File: src/rtl/decoder_scan_ctrl.sv
// rtl/decoder_scan_ctrl.sv - mask-driven select/enable scan controller feeding a 3-to-8 decoder
// Optional SCAN_BLANK_EN inserts one E-low cycle before every line change.
module decoder_scan_ctrl #(
  parameter int DWELL = 4
) (
  input  logic       clk,
  input  logic       rst_n,
  input  logic       start,
  input  logic       stop,
  input  logic       mode,
  input  logic [7:0] mask,
  output logic [2:0] A,
  output logic       E,
  output logic       busy,
  output logic       done,
  output logic       frame
);

  localparam logic [7:0] RELOAD = 8'(DWELL - 1);

`ifdef SCAN_BLANK_EN
  typedef enum logic [1:0] {S_IDLE, S_DWELL, S_BLANK} state_t;
`else
  typedef enum logic [1:0] {S_IDLE, S_DWELL} state_t;
`endif

  state_t     state_q, state_d;
  logic [7:0] cnt_q, cnt_d;
  logic       mode_q, mode_d;
  logic [2:0] a_d;
  logic       e_d, busy_d, done_d, frame_d;

  logic [2:0] low_idx, up_idx;
  logic       up_found;

  // Descending walk so the lowest qualifying index is the one left standing.
  always_comb begin
    low_idx  = 3'd0;
    up_idx   = 3'd0;
    up_found = 1'b0;
    for (int i = 7; i >= 0; i--) begin
      if (mask[i]) begin
        low_idx = 3'(i);
        if (3'(i) > A) begin
          up_idx   = 3'(i);
          up_found = 1'b1;
        end
      end
    end
  end

  always_ff @(posedge clk) begin
    if (!rst_n) begin
      state_q <= S_IDLE;
      cnt_q   <= 8'd0;
      mode_q  <= 1'b0;
      A       <= 3'd0;
      E       <= 1'b0;
      busy    <= 1'b0;
      done    <= 1'b0;
      frame   <= 1'b0;
    end else begin
      state_q <= state_d;
      cnt_q   <= cnt_d;
      mode_q  <= mode_d;
      A       <= a_d;
      E       <= e_d;
      busy    <= busy_d;
      done    <= done_d;
      frame   <= frame_d;
    end
  end

  always_comb begin
    state_d = state_q;
    cnt_d   = cnt_q;
    mode_d  = mode_q;
    a_d     = A;
    e_d     = E;
    busy_d  = busy;
    done_d  = 1'b0;
    frame_d = 1'b0;
    case (state_q)
      S_IDLE: begin
        if (start) begin
          if (|mask) begin
            mode_d  = mode;
            a_d     = low_idx;
            e_d     = 1'b1;
            busy_d  = 1'b1;
            cnt_d   = RELOAD;
            state_d = S_DWELL;
          end else begin
            done_d = 1'b1;
          end
        end
      end
      S_DWELL: begin
        if (stop) begin
          e_d     = 1'b0;
          busy_d  = 1'b0;
          state_d = S_IDLE;
        end else if (cnt_q != 8'd0) begin
          cnt_d = cnt_q - 8'd1;
        end else if (up_found || (!mode_q && |mask)) begin
          // A wrap to the lowest enabled line is the only advance that flags a frame.
          a_d     = up_found ? up_idx : low_idx;
          frame_d = !up_found;
`ifdef SCAN_BLANK_EN
          e_d     = 1'b0;
          state_d = S_BLANK;
`else
          cnt_d   = RELOAD;
`endif
        end else begin
          e_d     = 1'b0;
          busy_d  = 1'b0;
          done_d  = 1'b1;
          state_d = S_IDLE;
        end
      end
`ifdef SCAN_BLANK_EN
      S_BLANK: begin
        if (stop) begin
          busy_d  = 1'b0;
          state_d = S_IDLE;
        end else begin
          e_d     = 1'b1;
          cnt_d   = RELOAD;
          state_d = S_DWELL;
        end
      end
`endif
      default: state_d = S_IDLE;
    endcase
  end

endmodule

File: config.mk
export PLATFORM = sky130hd
export DESIGN_NAME = decoder_scan_ctrl
export DESIGN_NICKNAME = d
export VERILOG_FILES = /design/src/rtl/decoder_scan_ctrl.sv
export SDC_FILE = /design/constraint.sdc
export NUM_CORES = 1
export LEC_CHECK = 0
export BUFFER_PORTS_ARGS = -buffer_cell sky130_fd_sc_hd__buf_2
export CELL_PAD_IN_SITES_DETAIL_PLACEMENT = 0
export CELL_PAD_IN_SITES_GLOBAL_PLACEMENT = 1
export CORE_UTILIZATION = 35
export CTS_CLUSTER_DIAMETER = 30
export CTS_CLUSTER_SIZE = 10
export DETAILED_ROUTE_END_ITERATION = 10
export GPL_TIMING_DRIVEN = 0
export PLACE_DENSITY = 0.85
export SYNTH_ARGS = -nofsm -noshare
export SYNTH_HDL_FRONTEND = slang
export SYNTH_SLANG_ARGS = --single-unit
export TNS_END_PERCENT = 5
File: constraint.sdc
create_clock -name clk -period 1.8 [get_ports clk]
set_input_delay 0.18 -clock clk [delete_from_list [all_inputs] [get_ports clk]]
set_output_delay 0.18 -clock clk [all_outputs]
set_load 0.1 [all_outputs]
==> results of run 1 <==
==> worst max-delay path, delay by kind of cell (launching register included) <==
family | cells | cell delay [ns]
DFF | 1 | 0.35
and+or+nand+nor | 2 | 1.12
AOI/OAI and AO/OA | 2 | 0.31
==> cells in the final DEF (no fill, tap or decap), types with 3 or more instances in the layout <==
cell and instances:
or4_1 3, or3_1 5, clkbuf_4 3, dfxtp_4 4, nand3_1 5, clkbuf_1 3, nand2_1 11, dfxtp_1 9
o21ai_1 3, nor2b_1 5, buf_2 20, nor3_1 3, inv_1 11, o22ai_1 5, o21ai_0 5, a31oi_1 4
nor4_1 4, nor2_1 9, a21oi_1 8, nand2b_1 4
==> sequential cells by signal, indices dropped and copies added, names as in the netlist <==
register and cells:
A 3, busy 1, cnt_q 8, done 1
frame 1, mode_q 1
==> kinds of logic after synthesis <==
group           after synthesis  share of synthesized area
simple gates                 62                      0.324
compound gates               51                      0.318
buf+inv                      16                     0.0606
flops                        15                      0.275
fa+ha+maj                     2                     0.0229
==> cells in the mapped netlist (3+ instances only) <==
cell,instances,share of area
nor2b_1,5,0.029
a21oi_1,9,0.041
o22ai_1,5,0.029
nand2_1,11,0.038
nor3_1,3,0.014
inv_1,11,0.038
nand2b_1,4,0.023
or4_1,3,0.021
o21ai_0,5,0.023
a31oi_1,5,0.029
nor2_1,9,0.031
o21ai_1,4,0.018
dfxtp_1,15,0.27
or3_1,6,0.034
nand3_1,6,0.027
nor4_1,4,0.023
==> power groups by stage <==
stage | registers (mW) | logic (mW) | clock network [mW]
after global routing | 0.378 | 0.394 | 0.225
final | 0.373 | 0.360 | 0.204
after CTS | 0.372 | 0.339 | 0.210
after global placement | 0.380 | 0.326 | 0
after floorplan | 0.429 | 0.200 | 0
after detailed placement | 0.380 | 0.330 | 0
==> per-stage QoR <==
stage | hold slack [ns] | total power, mW
2_1_floorplan | 0.309 | 0.629
3_3_place_gp | 0.427 | 0.706
3_5_place_dp | 0.437 | 0.711
4_1_cts | 0.123 | 0.921
5_1_grt | 0.120 | 0.998
6_report | 0.127 | 0.937
==> what timing repair did <==
action / 4_1_cts / 5_1_grt
setup buffers: 1 / 0
pin swaps: 6 / 7
resized for setup: 6 / 7
endpoints found under the setup margin: 12 / 13
cloned: 0 / 0
==> layer usage <==
layer | wire (µm) | vias to the layer above | GRT usage
li1 | - | 614 | -
met1 | 1460 | 599 | 0.251
met2 | 1570 | 19 | 0.374
met3 | 80 | 2 | 0.0335
met4 | 12 | 0 | 0.0408
met5 | 0 | - | 0
==> final timing paths <==
path,end,from,cells after the start,slack (ns)
worst max-delay path,A[0],cnt_q[4],4,-0.11
worst min-delay path,mode_q,mode,3,0.13
worst max register to register,A[0],cnt_q[4],4,-0.11
worst min register to register,mode_q,mode_q,2,0.46
==> layout make-up <==
type / count / area (µm²) / area share
inverters: 11 / 41.3 / 0.0305
repair buffers: 20 / 103 / 0.0759
flip-flops and latches: 15 / 318 / 0.235
clock buffers: 4 / 26.3 / 0.0194
well taps: 31 / 38.8 / 0.0287
plain buffers: 5 / 31.3 / 0.0231
multi-input cells: 115 / 795 / 0.587
==> results_dict.tcl, run 1 <==
set metrics [dict create \
    grt_remaining_overflow 0 \
    dieArea_mm2 0.00335 \
    wl_per_cell_um 15.5 \
    drive_gt1_frac 0.282 \
    synthCells 146 \
    drv_slew 0 \
    dp_hpwl_um 2240 \
    diodes 0 \
    peakVddDrop_mv 0.313 \
    clk_pin_slew_ns 0.10 \
    stdcell_area_mm2 0.00135 \
    track_usage 0.204 \
    max_slew.worst_pin.slew_ns 0.581 \
    drc 2 \
    final_cells 201 \
    yosysUniqueCellTypes 47 \
    crit_path_max_incr_delay_ns 0.57 \
    antenna_found_initial 0 \
    rsz0062_at_grt "true" \
    sw_frac_of_total 0.407 \
    routabilityCongestion 0.875 \
    cts.sinks 15 \
    place_inst 196 \
    switching_power_mw 0.381 \
    cts_tree "done" \
    detail-route-antenna-nets 0 \
    violations "design-rule violations, negative setup slack" \
    area_growth_pct 23.7 \
    synthArstFlopShare 0 \
    cap_violations 0 \
    via_per_inst 6.14 \
    intPower_mw 0.556 \
    seqPwrFrac 0.398 \
    die_h_um 57.9 \
    port_buffers 19 \
    chipWidth_um 57.9 \
    clkPwrFrac 0.218 \
    yosysSeqAreaShare 0.275 \
    wirelength_um 3120 \
    numCtsBuffers 3 \
    drt_iter0_markers 88 \
    finalSetupViolCount 4 \
    pre_cts_slack_ns -0.184 \
    core_mm2 0.00285 \
    clkLatencyLatePin_ns 0.29 \
    finalHoldViolCount 0 \
    power_frac_comb 0.384 \
    nFillCells 297 \
    ctsLongestPathBuffers 2 \
    cp.required_ns 1.96 \
    cp-end-kind "flop" \
    htreeDepth 1 \
    fin_crit_ns 1.91 \
    post-route-util 0.474 \
    fin_ws_ns -0.109 \
    critPathSlowestCell "or4_4" \
    holdBufCountCts 0 \
    grt_pass1_vias 1188 \
    via_count 1234 \
    post_dp_cell_area_mm2 0.00126 \
    dr.pass1.iters 7 \
    synth_edf_count 0 \
    grt_pass1_wl_um 5380 \
    hp-class "in2reg" \
    path_max_fanout 4 \
    syn_nets 161 \
    grt_max_degree 11 \
    ys_ff_latch 15 \
    cpMostUsedCell "or4_4" \
    p_leak_nw 0.509 \
    worstSetupPathType "reg2reg" \
    fmax_ghz 0.524 \
    slew-limit-headroom 0.609 \
    clockRootBuffer "clkbuf_4" \
    skew_ns 0.00504 \
    nets 186 \
    outcome "complete, but fails checks" \
    synthFlopType "dfxtp_1" \
    crit_path_start_kind "flop" \
    p_per_area_mw_per_mm2 693 \
    syn_area_mm2 0.00109 \
    setup_tns_ns -0.352 \
    crit_chain "or4_4, or4_4, o21ai_2, a311oi_2" \
    io_pins 20 \
    initial_utilization 0.383 \
    ys.warnings.count 0 \
    num_rows 19 \
    period_share 1.06 \
    syn_area_per_cell_um2 7.49 \
    crit_arrival_ns 2.07 \
]
No activity file was read; power rests on OpenSTA's default activity.
==> inputs of run 2 (changes only) <==
- ABC_AREA: not set -> 1
- CORE_UTILIZATION: 35 -> 34
- CTS_CLUSTER_DIAMETER: 30 -> not set
- PLACE_DENSITY: 0.85 -> 0.86
==> run 2 against run 1 <==
  * Fmax up 19%
  * The flow now finishes without violations
  * Critical path type unchanged
  * Highest routed layer is now met3
  * Register-to-register slack better by 0.31 ns
  * Clock power down 2%
  * Clock skew down 0.0045 ns
  * Worst hold slack better by 0.042 ns
  * Non-clock buffer count down 1
  * Cell count up 28%
==> results_dict.tcl, run 2 <==
set metrics [dict create \
    outcome "complete, no violations" \
    max_slew.worst_pin.slew_ns 0.547 \
    track_usage 0.170 \
    drv_slew 0 \
    layout_common_cells "nand2_1, nor2_1, inv_1, nand3_1, buf_2" \
    core_mm2 0.00315 \
    cap_violations 0 \
    syn_area_mm2 0.00116 \
    worst-path-buf-inv 2 \
    finalSetupViolCount 0 \
    crit_path_start_kind "flop" \
    grt_pass1_vias 1060 \
    synthTopCellsByCount "nand2_1, nor2_1, inv_1" \
    worstSetupEndpoint "cnt_q[6]" \
    grt_remaining_overflow 0 \
    drive_gt1_frac 0.211 \
    area_growth_pct 15.8 \
    p_per_area_mw_per_mm2 725 \
    synthFlopType "dfxtp_1" \
    crit_family "simple AND/OR/NAND/NOR gates" \
    num_rows 20 \
    nFillCells 368 \
    yosysUniqueCellTypes 29 \
    p_leak_nw 0.690 \
    yosysSeqAreaShare 0.258 \
    ctsLongestPathBuffers 2 \
    regMostFlops "cnt_q" \
    crit_arrival_ns 1.79 \
    clkLatencyLatePin_ns 0.28 \
    critPathSlowestCell "dfxtp_1" \
    yosysMostFrequentCell "nand2_1" \
    antenna_found_initial 0 \
    grt_max_degree 11 \
    hp-class "in2reg" \
    finalHoldViolCount 0 \
    dr.pass1.iters 4 \
    top_regs "cnt_q x8, A x3" \
    r2r-end "cnt_q[6]" \
    yosysTopAreaCellShare 0.258 \
    post_cts_buffers 0 \
    nets 229 \
    fmax_ghz 0.624 \
    reg2reg_from "cnt_q[0]" \
    ys_ff_latch 15 \
    cp-end-kind "flop" \
    htreeDepth 1 \
    port_buffers 19 \
    numCtsBuffers 3 \
    crit_chain "inv_1, ha_1, nand3_1, nor2_2, nand4_4, nand2_4, buf_12, nand3_1, nand2_1, nor2_1" \
    p_total_mw 0.978 \
    clk_pin_slew_ns 0.09 \
    path_max_fanout 10 \
    routabilityCongestion 0.754 \
    fin_crit_ns 1.60 \
    clockRootBuffer "clkbuf_4" \
    worstSetupPathType "reg2reg" \
    cts_tree "done" \
    dieArea_mm2 0.00366 \
    io_pins 20 \
    crit_path_max_incr_delay_ns 0.34 \
    period_share 0.890 \
    setup_tns_ns 0 \
    startpoint "cnt_q[0]" \
    cts.sinks 15 \
    ys.warnings.count 0 \
    wl_per_cell_um 10.5 \
    dp_hpwl_um 2160 \
    die_h_um 60.5 \
    syn_nets 205 \
    wirelength_um 2700 \
    pre_cts_slack_ns 0.235 \
    via_count 1181 \
    fin_ws_ns 0.197 \
    final_common_cell "nand2_1" \
    rsz0062_at_grt "false" \
    skew_ns 0.000559 \
    timing.hold.ws_ns 0.169 \
    holdBufCountCts 0 \
    slew-limit-headroom 0.633 \
    diodes 0 \
    cp.required_ns 1.99 \
    initial_utilization 0.369 \
    drc 0 \
    synth_edf_count 0 \
    detail-route-antenna-nets 0 \
    synth_area_leaders "dfxtp_1, nand2_1, nand3_1, nor2_1, inv_1" \
    holdCritStartpoint "mode" \
    cp.depth 10 \
    worstRegToRegCells 10 \
    via_per_inst 4.60 \
    grt_pass1_wl_um 4650 \
    synthArstFlopShare 0 \
    peakVddDrop_mv 0.483 \
    r2r_slack_ns 0.20 \
    largest_reg_flops 8 \
    drt_iter0_markers 53 \
    syn_area_per_cell_um2 6.13 \
    cpMostUsedCell "nand3_1" \
    synth_area_leader_cell "dfxtp_1" \
    synthCells 190 \
    post-route-util 0.428 \
    chipWidth_um 60.5 \
]
## run 2: cell types whose count changed in the layout (fill, tap and decap cells not counted), moves of 6 or more
cell     change
nand2_1     +36
nand3_1     +17
nor2_1      +19
inv_1       +14
a21oi_1      +6
## run 2: logic make-up after synthesis
group,count (synthesis),share of synthesized area
AO/OA/AOI/OAI,24,0.113
XOR/XNOR,3,0.0226
adder cells (fa/ha/maj),2,0.0215
buffers and inverters,32,0.134
flip-flops,15,0.258
AND/OR/NAND/NOR,114,0.451
## run 2: worst min-delay path: stages
cell,delay [ns]
buf_2,0.08
o21ai_0,0.07
a21oi_1,0.10
## run 2: per-stage QoR
step           cells  cell area [µm²]
6_report         257             1350
5_1_grt          257             1350
4_1_cts          257             1350
3_5_place_dp     253             1320
3_3_place_gp     253             1320
2_1_floorplan    190             1170
## run 2: layer usage
metal | track usage | up-vias | part of all wire
met2 | 0.261 | 27 | 0.43
li1 | - | 651 | -
met3 | 0.0533 | 0 | 0.042
met4 | 0.0260 | 0 | 0
met1 | 0.239 | 503 | 0.53
met5 | 0 | - | 0
## run 2: final cells by class
| type | count | area, µm² | area share |
|---|---|---|---|
| multi-input cells | 143 | 711 | 0.527 |
| flip-flops and latches | 15 | 305 | 0.226 |
| repair buffers | 19 | 95.1 | 0.0705 |
| plain buffers | 5 | 55.1 | 0.0408 |
| inverters | 27 | 101 | 0.0751 |
| well taps | 44 | 55.1 | 0.0408 |
| clock buffers | 4 | 26.3 | 0.0195 |
## run 2: repair_timing
action,4_1_cts,5_1_grt
endpoints found under the hold margin,0,0
gates resized for setup,0,1
endpoints found under the setup margin,0,1
## run 2: worst min-delay path by stage
| stage | end | slack [ns] | depth (start not counted) |
|---|---|---|---|
| 2_1_floorplan | A[1] | 0.31 | 2 |
| 3_3_place_gp | mode_q | 0.47 | 2 |
| 3_5_place_dp | mode_q | 0.47 | 3 |
| 4_1_cts | mode_q | 0.17 | 3 |
| 5_1_grt | mode_q | 0.18 | 3 |
| 6_report | mode_q | 0.17 | 3 |
## run 2: power by group
| part | leakage (nW) | switching [mW] | internal (mW) |
|---|---|---|---|
| Combinational | 0.550 | 0.264 | 0.126 |
| Clock | 0.0150 | 0.114 | 0.0860 |
| Sequential | 0.125 | 0.0265 | 0.361 |
| Total | 0.690 | 0.404 | 0.574 |
==> inputs of run 3 (changes only) <==
- CORE_UTILIZATION: 34 -> 36
- CTS_BUF_LIST: not set -> sky130_fd_sc_hd__clkbuf_4
- PLACE_DENSITY: 0.86 -> 0.9
- SETUP_SLACK_MARGIN: not set -> 0.05
- SLEW_MARGIN: not set -> 10
==> run 3 against run 2 <==
  * Cell count unchanged
  * Non-clock buffer count unchanged
  * Sequential share of layout area rose by 0.080 points
  * Core utilization grew 1.6 points
  * Die area fell by 5.4%
  * Fmax increased by 1.8%
  * Critical path depth did not move
  * Via count decreased by 0.25%
  * Wire length shrank 3.8%
  * Worst setup slack improved by 0.028 ns
  * Clock skew up 0.0075 ns
  * Total power increased by 1.2%
==> results_dict.tcl, run 3 (synthesis results as in run 2) <==
set metrics [dict create \
    path_max_fanout 10 \
    chipWidth_um 58.9 \
    hp-class "in2reg" \
    post_cts_buffers 0 \
    grt_remaining_overflow 0 \
    crit_arrival_ns 1.77 \
    intPower_mw 0.588 \
    ctsLongestPathBuffers 2 \
    skew_ns 0.00807 \
    drc 0 \
    clkPwrFrac 0.216 \
    num_rows 20 \
    grt_pass1_wl_um 4640 \
    worstSetupEndpoint "cnt_q[0]" \
    cts_tree "done" \
    detail-route-antenna-nets 0 \
    worstRegToRegCells 10 \
    antenna_found_initial 0 \
    r2r-end "cnt_q[0]" \
    period_share 0.875 \
    track_usage 0.172 \
    worstSetupPathType "reg2reg" \
    fin_crit_ns 1.57 \
    wl_per_cell_um 10.1 \
    setup_tns_ns 0 \
    switching_power_mw 0.401 \
    top_regs "cnt_q x8, A x3" \
    stdcell_area_mm2 0.00136 \
    io_pins 20 \
    outcome "complete, no violations" \
    dp_hpwl_um 2080 \
    core_mm2 0.00305 \
    grt_pass1_vias 1088 \
    initial_utilization 0.382 \
    crit_path_start_kind "flop" \
    clockRootBuffer "clkbuf_4" \
    drive_gt1_frac 0.216 \
    holdCritStartpoint "mode" \
    seqPwrFrac 0.392 \
    clkLatencyLatePin_ns 0.29 \
    peakVddDrop_mv 0.391 \
    grt_max_degree 11 \
    startpoint "cnt_q[0]" \
    drt_iter0_markers 48 \
    diodes 0 \
    htreeDepth 1 \
    rsz0062_at_grt "false" \
    finalSetupViolCount 0 \
    slew-limit-headroom 0.638 \
    cts.sinks 15 \
    via_per_inst 4.58 \
    numCtsBuffers 3 \
    dieArea_mm2 0.00347 \
    holdBufCountCts 0 \
    die_h_um 58.9 \
    clk_pin_slew_ns 0.09 \
    nets 229 \
    via_count 1178 \
    layout_common_cells "nand2_1, nor2_1, inv_1, nand3_1, buf_2" \
    cap_violations 0 \
    cp-end-kind "flop" \
    power_frac_comb 0.392 \
    final_common_cell "nand2_1" \
    r2r_slack_ns 0.23 \
    regMostFlops "cnt_q" \
    whs_path_depth 3 \
    post_dp_cell_area_mm2 0.00132 \
    largest_reg_flops 8 \
    routabilityCongestion 0.761 \
    finalHoldViolCount 0 \
    p_per_area_mw_per_mm2 730 \
    area_growth_pct 16.3 \
    sw_frac_of_total 0.405 \
    max_slew.worst_pin.slew_ns 0.539 \
    p_leak_nw 0.694 \
    fmax_ghz 0.635 \
    drv_slew 0 \
    post-route-util 0.444 \
    cts_resized 0 \
    reg2reg_from "cnt_q[0]" \
    dr.pass1.iters 4 \
    cp.required_ns 2.00 \
    wirelength_um 2600 \
    port_buffers 19 \
]
[run 3: routing by layer]
metal,up-vias,wire (µm),GRT usage
met5,-,0,0
met1,511,1370,0.242
met3,0,118,0.0505
li1,647,-,-
met4,0,0,0.0204
met2,20,1110,0.266
[run 3: through the flow]
step | setup slack, ns | cells | hold WS, ns | power (mW)
global route | 0.0889 | 257 | 0.169 | 1.06
global placement | 0.244 | 253 | 0.467 | 0.782
CTS | 0.214 | 257 | 0.168 | 0.995
finish | 0.226 | 257 | 0.165 | 0.989
floorplan | 0.0464 | 190 | 0.313 | 0.705
detailed placement | 0.238 | 253 | 0.475 | 0.783
[run 3: area by class of cell]
| type | count | area (µm²) |
|---|---|---|
| Inverter | 27 | 101 |
| Clock buffer | 4 | 30.0 |
| Multi-Input combinational cell | 143 | 711 |
| Timing Repair Buffer | 19 | 95.1 |
| Sequential cell | 15 | 308 |
| Buffer | 5 | 55.1 |
| Tap cell | 44 | 55.1 |
| Fill cell | 340 | 1700 |
[run 3: worst min-delay path by stage]
stage | to | slack [ns]
finish | mode_q | 0.16
CTS | mode_q | 0.17
floorplan | A[1] | 0.31
global placement | mode_q | 0.47
global route | mode_q | 0.17
detailed placement | mode_q | 0.47
[run 3: critical path, cell delays in order, from the launching register on]
cell     delay (ns)
dfxtp_1        0.34
inv_1          0.11
ha_1           0.16
nand3_1        0.10
nor2_2         0.20
nand4_4        0.14
nand2_4        0.13
buf_12         0.13
nand3_1        0.07
nand2_1        0.06
inv_1          0.03
[run 3: power groups by stage]
stage / Combinational, mW / Clock, mW / Sequential, mW
2_1_floorplan: 0.255 / 0 / 0.450
3_3_place_gp: 0.387 / 0 / 0.395
3_5_place_dp: 0.387 / 0 / 0.396
4_1_cts: 0.389 / 0.219 / 0.387
5_1_grt: 0.435 / 0.235 / 0.392
6_report: 0.388 / 0.214 / 0.387
